**src/rtl/waveform_sample_packer_if.sv**
```systemverilog
// Serial per-channel sample stream feeding the packer: one channel per beat,
// with the first-beat marker qualifying channel 0 of each frame.
interface waveform_sample_packer_if #(
  parameter int SAMPLE_WIDTH = 32
);
  logic [SAMPLE_WIDTH-1:0] sampleData;
  logic                    sampleValid;
  logic                    sampleFirst;

  // Producer side (ADC front end or bench)
  modport master (
    output sampleData,
    output sampleValid,
    output sampleFirst
  );

  // Consumer side (the packer)
  modport slave (
    input sampleData,
    input sampleValid,
    input sampleFirst
  );
endinterface

```
**src/rtl/waveform_sample_packer.sv**
```systemverilog
// waveform_sample_packer
// Gathers serially delivered channel samples into one wide word per frame,
// decimates completed frames by a runtime factor and presents data, a one-cycle
// valid strobe, accumulated triggers and the lane-0 timestamp to the recorder.
module waveform_sample_packer #(
  parameter int SAMPLE_WIDTH    = 32,
  parameter int CHANNELS        = 4,
  parameter int DATA_WIDTH      = 128,
  parameter int TIMESTAMP_WIDTH = 64,
  parameter int DECIM_WIDTH     = 16
) (
  input  logic                       clk,
  input  logic                       resetN,
  input  logic                       enable,
  input  logic [DECIM_WIDTH-1:0]     decimateFactor,
  waveform_sample_packer_if.slave    sample,
  input  logic [7:0]                 triggersIn,
  input  logic [TIMESTAMP_WIDTH-1:0] timestampIn,
  output logic [DATA_WIDTH-1:0]      data,
  output logic                       valid,
  output logic [7:0]                 triggers,
  output logic [TIMESTAMP_WIDTH-1:0] timestamp,
  output logic [15:0]                framingErrors
);

  // Channel index width; a single-channel build still needs a 1-bit index.
  localparam int CH_W = (CHANNELS > 1) ? $clog2(CHANNELS) : 1;
  localparam logic [CH_W-1:0] LAST_IDX = CH_W'(CHANNELS - 1);
  // Only lanes 0..CHANNELS-2 need storage: the last lane comes straight from
  // the completing beat.
  localparam int HELD = (CHANNELS > 1) ? CHANNELS - 1 : 1;

  if (DATA_WIDTH != SAMPLE_WIDTH * CHANNELS) begin : g_width_check
    $error("waveform_sample_packer: DATA_WIDTH must equal SAMPLE_WIDTH*CHANNELS");
  end
  if (CHANNELS < 1) begin : g_channel_check
    $error("waveform_sample_packer: CHANNELS must be at least 1");
  end

  typedef enum logic {
    S_SYNC = 1'b0,
    S_FILL = 1'b1
  } state_t;

  // Frame assembly state
  state_t                     state_reg;
  state_t                     state_next;
  logic [CH_W-1:0]            ch_idx_reg;
  logic [CH_W-1:0]            ch_idx_next;
  logic                       locked_reg;
  logic [SAMPLE_WIDTH-1:0]    lanes_reg [HELD];
  logic [TIMESTAMP_WIDTH-1:0] ts_latch_reg;

  // Decimation, trigger accumulation and error counting
  logic [DECIM_WIDTH-1:0]     decim_count_reg;
  logic [DECIM_WIDTH-1:0]     decim_reload;
  logic [7:0]                 trig_acc_reg;
  logic [7:0]                 trig_all;
  logic [15:0]                err_count_reg;

  // Per-cycle decisions from the framing FSM
  logic                       store_en;
  logic [CH_W-1:0]            store_idx;
  logic                       ts_load;
  logic                       frame_done;
  logic                       err_inc;
  logic                       lock_set;
  logic                       emit;

  // Completed-frame view presented to the output register
  logic [DATA_WIDTH-1:0]      frame_word;
  logic [TIMESTAMP_WIDTH-1:0] frame_ts;

  assign framingErrors = err_count_reg;

  // Framing FSM: decide what the current beat does to the frame in progress.
  always_comb begin
    state_next  = state_reg;
    ch_idx_next = ch_idx_reg;
    store_en    = 1'b0;
    store_idx   = '0;
    ts_load     = 1'b0;
    frame_done  = 1'b0;
    err_inc     = 1'b0;
    lock_set    = 1'b0;
    case (state_reg)
      S_SYNC: begin
        if (sample.sampleValid) begin
          if (sample.sampleFirst) begin
            store_en = 1'b1;
            ts_load  = 1'b1;
            lock_set = 1'b1;
            if (CHANNELS == 1) begin
              // A lone channel is a complete frame on its own.
              frame_done = 1'b1;
            end else begin
              ch_idx_next = CH_W'(1);
              state_next  = S_FILL;
            end
          end else if (locked_reg) begin
            // Stray beats only count as errors once we have seen framing.
            err_inc = 1'b1;
          end
        end
      end
      S_FILL: begin
        if (sample.sampleValid) begin
          if (sample.sampleFirst) begin
            // Premature frame start: drop the partial frame, restart at lane 0.
            err_inc     = 1'b1;
            store_en    = 1'b1;
            ts_load     = 1'b1;
            ch_idx_next = CH_W'(1);
          end else begin
            store_en  = 1'b1;
            store_idx = ch_idx_reg;
            if (ch_idx_reg == LAST_IDX) begin
              frame_done  = 1'b1;
              ch_idx_next = '0;
              state_next  = S_SYNC;
            end else begin
              ch_idx_next = ch_idx_reg + CH_W'(1);
            end
          end
        end
      end
      default: begin
        state_next  = S_SYNC;
        ch_idx_next = '0;
      end
    endcase
  end

  // Framing state register; enable low restarts framing but keeps the lock.
  always_ff @(posedge clk) begin
    if (!resetN || !enable) begin
      state_reg  <= S_SYNC;
      ch_idx_reg <= '0;
    end else begin
      state_reg  <= state_next;
      ch_idx_reg <= ch_idx_next;
    end
  end

  // Lock flag: set by the first properly marked beat, cleared only by reset.
  always_ff @(posedge clk) begin
    if (!resetN) begin
      locked_reg <= 1'b0;
    end else if (enable && lock_set) begin
      locked_reg <= 1'b1;
    end
  end

  // Lane storage and word assembly; the last lane bypasses storage.
  for (genvar gi = 0; gi < CHANNELS; gi++) begin : g_lane
    if (gi == CHANNELS - 1) begin : g_last
      assign frame_word[gi*SAMPLE_WIDTH +: SAMPLE_WIDTH] = sample.sampleData;
    end else begin : g_held
      // Capture this lane's sample when its beat arrives.
      always_ff @(posedge clk) begin
        if (store_en && (store_idx == CH_W'(gi))) begin
          lanes_reg[gi] <= sample.sampleData;
        end
      end
      assign frame_word[gi*SAMPLE_WIDTH +: SAMPLE_WIDTH] = lanes_reg[gi];
    end
  end

  // Lane-0 timestamp latch, kept apart from the presented timestamp.
  always_ff @(posedge clk) begin
    if (ts_load) begin
      ts_latch_reg <= timestampIn;
    end
  end

  // Single-channel frames complete on their lane-0 beat, so use the live value.
  assign frame_ts = (CHANNELS == 1) ? timestampIn : ts_latch_reg;

  // Decimation: emit when the countdown is at zero, then reload from the factor.
  assign decim_reload = (decimateFactor == '0) ? '0 : decimateFactor - DECIM_WIDTH'(1);
  assign emit         = frame_done && (decim_count_reg == '0);

  // Decimation countdown, advanced once per completed frame.
  always_ff @(posedge clk) begin
    if (!resetN || !enable) begin
      decim_count_reg <= '0;
    end else if (frame_done) begin
      if (decim_count_reg == '0) begin
        decim_count_reg <= decim_reload;
      end else begin
        decim_count_reg <= decim_count_reg - DECIM_WIDTH'(1);
      end
    end
  end

  // Triggers seen over the interval, including the emitting cycle itself.
  assign trig_all = trig_acc_reg | triggersIn;

  // Trigger accumulator: restarts after each emitted frame.
  always_ff @(posedge clk) begin
    if (!resetN || !enable) begin
      trig_acc_reg <= '0;
    end else if (emit) begin
      trig_acc_reg <= '0;
    end else begin
      trig_acc_reg <= trig_all;
    end
  end

  // Saturating framing-error counter, survives enable low.
  always_ff @(posedge clk) begin
    if (!resetN) begin
      err_count_reg <= '0;
    end else if (enable && err_inc && (err_count_reg != 16'hFFFF)) begin
      err_count_reg <= err_count_reg + 16'd1;
    end
  end

  // Output register: one-cycle strobe; data and timestamp hold between emits.
  always_ff @(posedge clk) begin
    if (!resetN || !enable) begin
      data      <= '0;
      valid     <= 1'b0;
      triggers  <= '0;
      timestamp <= '0;
    end else begin
      valid <= emit;
      if (emit) begin
        data      <= frame_word;
        timestamp <= frame_ts;
        triggers  <= trig_all;
      end else begin
        triggers  <= '0;
      end
    end
  end

endmodule
```
**src/flat_wrapper.sv**
```systemverilog
// flat-port wrapper written by rule: the top's interface ports become plain ports
module waveform_sample_packer_flat 
#(
  parameter int SAMPLE_WIDTH    = 32,
  parameter int CHANNELS        = 4,
  parameter int DATA_WIDTH      = 128,
  parameter int TIMESTAMP_WIDTH = 64,
  parameter int DECIM_WIDTH     = 16
)
  (clk, resetN, enable, decimateFactor, triggersIn, timestampIn, data, valid, triggers, timestamp, framingErrors, sample_sampleData, sample_sampleValid, sample_sampleFirst);
  waveform_sample_packer_if #(.SAMPLE_WIDTH(SAMPLE_WIDTH)) sample_i ();
  input  logic clk;
  input  logic resetN;
  input  logic enable;
  input  logic [DECIM_WIDTH-1:0] decimateFactor;
  input  logic [7:0] triggersIn;
  input  logic [TIMESTAMP_WIDTH-1:0] timestampIn;
  output logic [DATA_WIDTH-1:0] data;
  output logic valid;
  output logic [7:0] triggers;
  output logic [TIMESTAMP_WIDTH-1:0] timestamp;
  output logic [15:0] framingErrors;
  input wire logic [$bits(sample_i.sampleData)-1:0] sample_sampleData;
  input wire logic [$bits(sample_i.sampleValid)-1:0] sample_sampleValid;
  input wire logic [$bits(sample_i.sampleFirst)-1:0] sample_sampleFirst;
  assign sample_i.sampleData = sample_sampleData;
  assign sample_i.sampleValid = sample_sampleValid;
  assign sample_i.sampleFirst = sample_sampleFirst;
  waveform_sample_packer #(.SAMPLE_WIDTH(SAMPLE_WIDTH), .CHANNELS(CHANNELS), .DATA_WIDTH(DATA_WIDTH), .TIMESTAMP_WIDTH(TIMESTAMP_WIDTH), .DECIM_WIDTH(DECIM_WIDTH)) u_core (.clk(clk), .resetN(resetN), .enable(enable), .decimateFactor(decimateFactor), .sample(sample_i), .triggersIn(triggersIn), .timestampIn(timestampIn), .data(data), .valid(valid), .triggers(triggers), .timestamp(timestamp), .framingErrors(framingErrors));
endmodule
```
**config.mk**
```make
export PLATFORM = sky130hd
export DESIGN_NAME = waveform_sample_packer_flat
export DESIGN_NICKNAME = d
export VERILOG_FILES = /design/src/rtl/waveform_sample_packer_if.sv /design/src/rtl/waveform_sample_packer.sv /design/src/flat_wrapper.sv
export SDC_FILE = /design/constraint.sdc
export NUM_CORES = 1
export LEC_CHECK = 0
export ABC_AREA = 0
export CAP_MARGIN = 20
export CORE_UTILIZATION = 49
export DETAILED_ROUTE_END_ITERATION = 8
export PLACE_DENSITY = 0.82
export SLEW_MARGIN = 20
export SYNTH_ARGS = -nofsm -noshare
export SYNTH_HDL_FRONTEND = slang
export SYNTH_SLANG_ARGS = --single-unit
```
**constraint.sdc**
```tcl
create_clock -name clk -period 3.7 [get_ports clk]
set_clock_uncertainty 0.05 [all_clocks]
set_input_delay 0.74 -clock clk [delete_from_list [all_inputs] [get_ports clk]]
set_output_delay 0.74 -clock clk [all_outputs]
set_load 0.05 [all_outputs]
```
==> results.yml <==
timing:
  rsz0062_at_grt: "no"
  slew_violations: 0
  clock.fmax_ghz: 0.386
  post-route-period-util_pct: 70.0
  period_needed_ns: 2.59
  fin_ws_ns: 1.11
  fin_tns_setup_ns: 0
  slew_headroom_pct: 51.2
  setup_viol: 0
  hold_viol_final: 0
  worst_slew_pin_slew_ns: 0.732
synth:
  yosysMostFrequentCell: "dfxtp_1"
  postSynth.asyncResetShare_pct: 0
  yosysTopAreaCellShare_pct: 36.5
  yosysWarnings: 0
  synth.top_cells.by_area: "dfxtp_1 (36%), edfxtp_1 (36%), a22o_1 (13%)"
  synth_area_um2: 13400
  synthCells: 918
  yosys_register_bits: 405
  synth_common_cells: "dfxtp_1 (245), a22o_1 (192), edfxtp_1 (160), nor2_1 (49), nand2_1 (24)"
  ys.flop_type: "dfxtp_1"
  synth.distinct_cells: 67
  syn_area_per_cell_um2: 14.6
  synth_top_area_cell: "dfxtp_1"
  seq_area_frac_synth_pct: 72.2
  synth_edf_count: 160
  syn_nets: 1048
final_layout:
  insertedDiodeCount: 0
  n_fill_cell: 1791
  drive_above_1_share_pct: 7.61
  post-route-util_pct: 68.7
  nets: 1399
  area_growth_pct: 37.7
setup_path:
  r2r_slack_ns: 1.36
  cp_num_cells: 1
  criticalPathCategory: "flop to output port"
  worstPathCellList: "clkdlybuf4s50_1"
  critPathSlowestCell: "clkdlybuf4s50_1"
  critical_path_required_ns: 2.91
  cp.arrival_ns: 1.80
  crit_path_start_kind: "flop"
  path_buf_inv: 1
  critical-path-top-delay-family: "buffers and inverters"
  max_stage_delay_ns: 0.85
  cp_max_fo: 6
  reg2reg_depth: 8
  worstSetupEndpointType: "output port"
drt:
  wl_mm: 32.3
  drc: 0
  first_pass_iters: 4
  drt_iter0_drc: 511
  vias_per_cell: 5.45
  ant_nets: 0
  wl_per_cell_um: 19.6
  vias: 8951
flow_run:
  cap_violations: 0
global_route:
  grt_start_max_net_pins: 114
  antenna_found_initial: 0
  grt_overflow: 0
  grt_pass1_wl_mm: 49.4
  track_usage_pct: 22.5
  grt_pass1_vias: 8959
placed_design:
  place_hpwl_mm: 21.5
  preCtsSetupSlack_ns: 0.658
  portBuffers: 341
  gp_congestion: 0.916
die:
  fp.dieW_um: 168
  die_area_um2: 28100
  core_um2: 27000
  row_count: 60
  ios: 342
  initial_core_util_pct: 49.9
  fp.dieH_um: 168
power_and_ir_drop:
  pwr-share-comb_pct: 3.1
  switchingPower_mw: 1.78
  intPower_mw: 7.32
  irDropWorstVdd_mv: 0.401
  power_frac_clock_pct: 44.9
  p_total_mw: 9.10
  p_seq_share_pct: 52.0
  swShare_pct: 19.6
  p_leak_nw: 6.61
  powerDensity_nw_per_um2: 491
clock_network:
  cts_resized: 0
  h-tree-depth: 2
  clockBufferDepth: 3
  cts_setup_buffers: 0
  clock-sinks: 405
  clock_latency_ns: 0.51
  cts_root_buf: "clkbuf_16"
  cts_hold_buf: 0
  cts_tree: "yes"
  clk_pin_slew_ns: 0.06
  numCtsBuffers: 40
status:
  outcome: "finished, final reports clean"
min_path:
  hold_depth: 1
  hp-class: "flop to flop"
## area by class of cell
class                      instances  area [um2]  area share, %
clock buffer                      54        1110           5.97
clock inverter                    20         235           1.27
inverter                           9        38.8          0.209
multi-input combinational        455        3360           18.2
sequential                       405        9710           52.4
tap                              341         427           2.30
timing repair buffer             358        3640           19.7
## per-stage QoR
step,instance area (um2),instances,hold slack (ns)
2_1_floorplan,13400,918,0.372
3_3_place_gp,17200,1568,0.383
3_5_place_dp,17200,1568,0.390
4_1_cts,18500,1642,0.401
5_1_grt,18500,1642,0.408
6_report,18500,1642,0.401
## worst paths after layout
check                                                           start               endpoint
worst max-delay path            u_core.framingErrors[12]$_SDFFE_PN0P_      framingErrors[12]
worst min register to register      u_core.lanes_reg[0][82]$_DFFE_PP_  data[82]$_SDFFE_PP0P_
worst max register to register      u_core.ch_idx_reg[1]$_SDFFE_PP0P_  data[49]$_SDFFE_PP0P_
worst min-delay path                u_core.lanes_reg[0][82]$_DFFE_PP_  data[82]$_SDFFE_PP0P_
## cell usage in the layout, fill, tap and decap left out, types with 10 or more instances in the layout
master | netlist | layout
clkdlybuf4s50_1 | 0 | 341
dfxtp_1 | 245 | 245
a22o_1 | 192 | 192
edfxtp_1 | 160 | 160
nor2_1 | 49 | 49
clkbuf_16 | 0 | 42
nand2_1 | 24 | 24
a21oi_1 | 18 | 18
xnor2_1 | 15 | 15
nor3_1 | 14 | 14
nand4_1 | 12 | 12
nor4_1 | 11 | 11
clkbuf_1 | 6 | 11
nand3_1 | 10 | 10
## layer usage
layer / vias up / global-route usage, % / wire length (um)
met5: - / 0 / 0
met4: 0 / 6.62 / 722
met3: 51 / 5.86 / 2260
met2: 349 / 38.4 / 15800
met1: 4322 / 28.2 / 13500
li1: 4229 / - / -
## power groups by stage
| stage | combinational (mW) | sequential, mW | clock (mW) |
|---|---|---|---|
| 3_3_place_gp | 0.277 | 4.83 | 0 |
| 6_report | 0.283 | 4.73 | 4.08 |
| 4_1_cts | 0.285 | 4.73 | 4.16 |
| 5_1_grt | 0.302 | 4.74 | 4.33 |
| 3_5_place_dp | 0.283 | 4.83 | 0 |
| 2_1_floorplan | 0.0803 | 4.83 | 0 |
## cell families (layout without fill, tap and decap cells)
group           Yosys count  in the layout  synth area share [%]
simple gates            166            166                  6.86
flops                   405            405                  72.2
compound gates          257            257                  15.8
xor+xnor                 21             21                  1.37
fa+ha+maj                 5              5                 0.465
buf+inv                  58            441                  2.87
mux                       6              6                 0.447
Note: power is estimated with default switching activity, not from simulation.
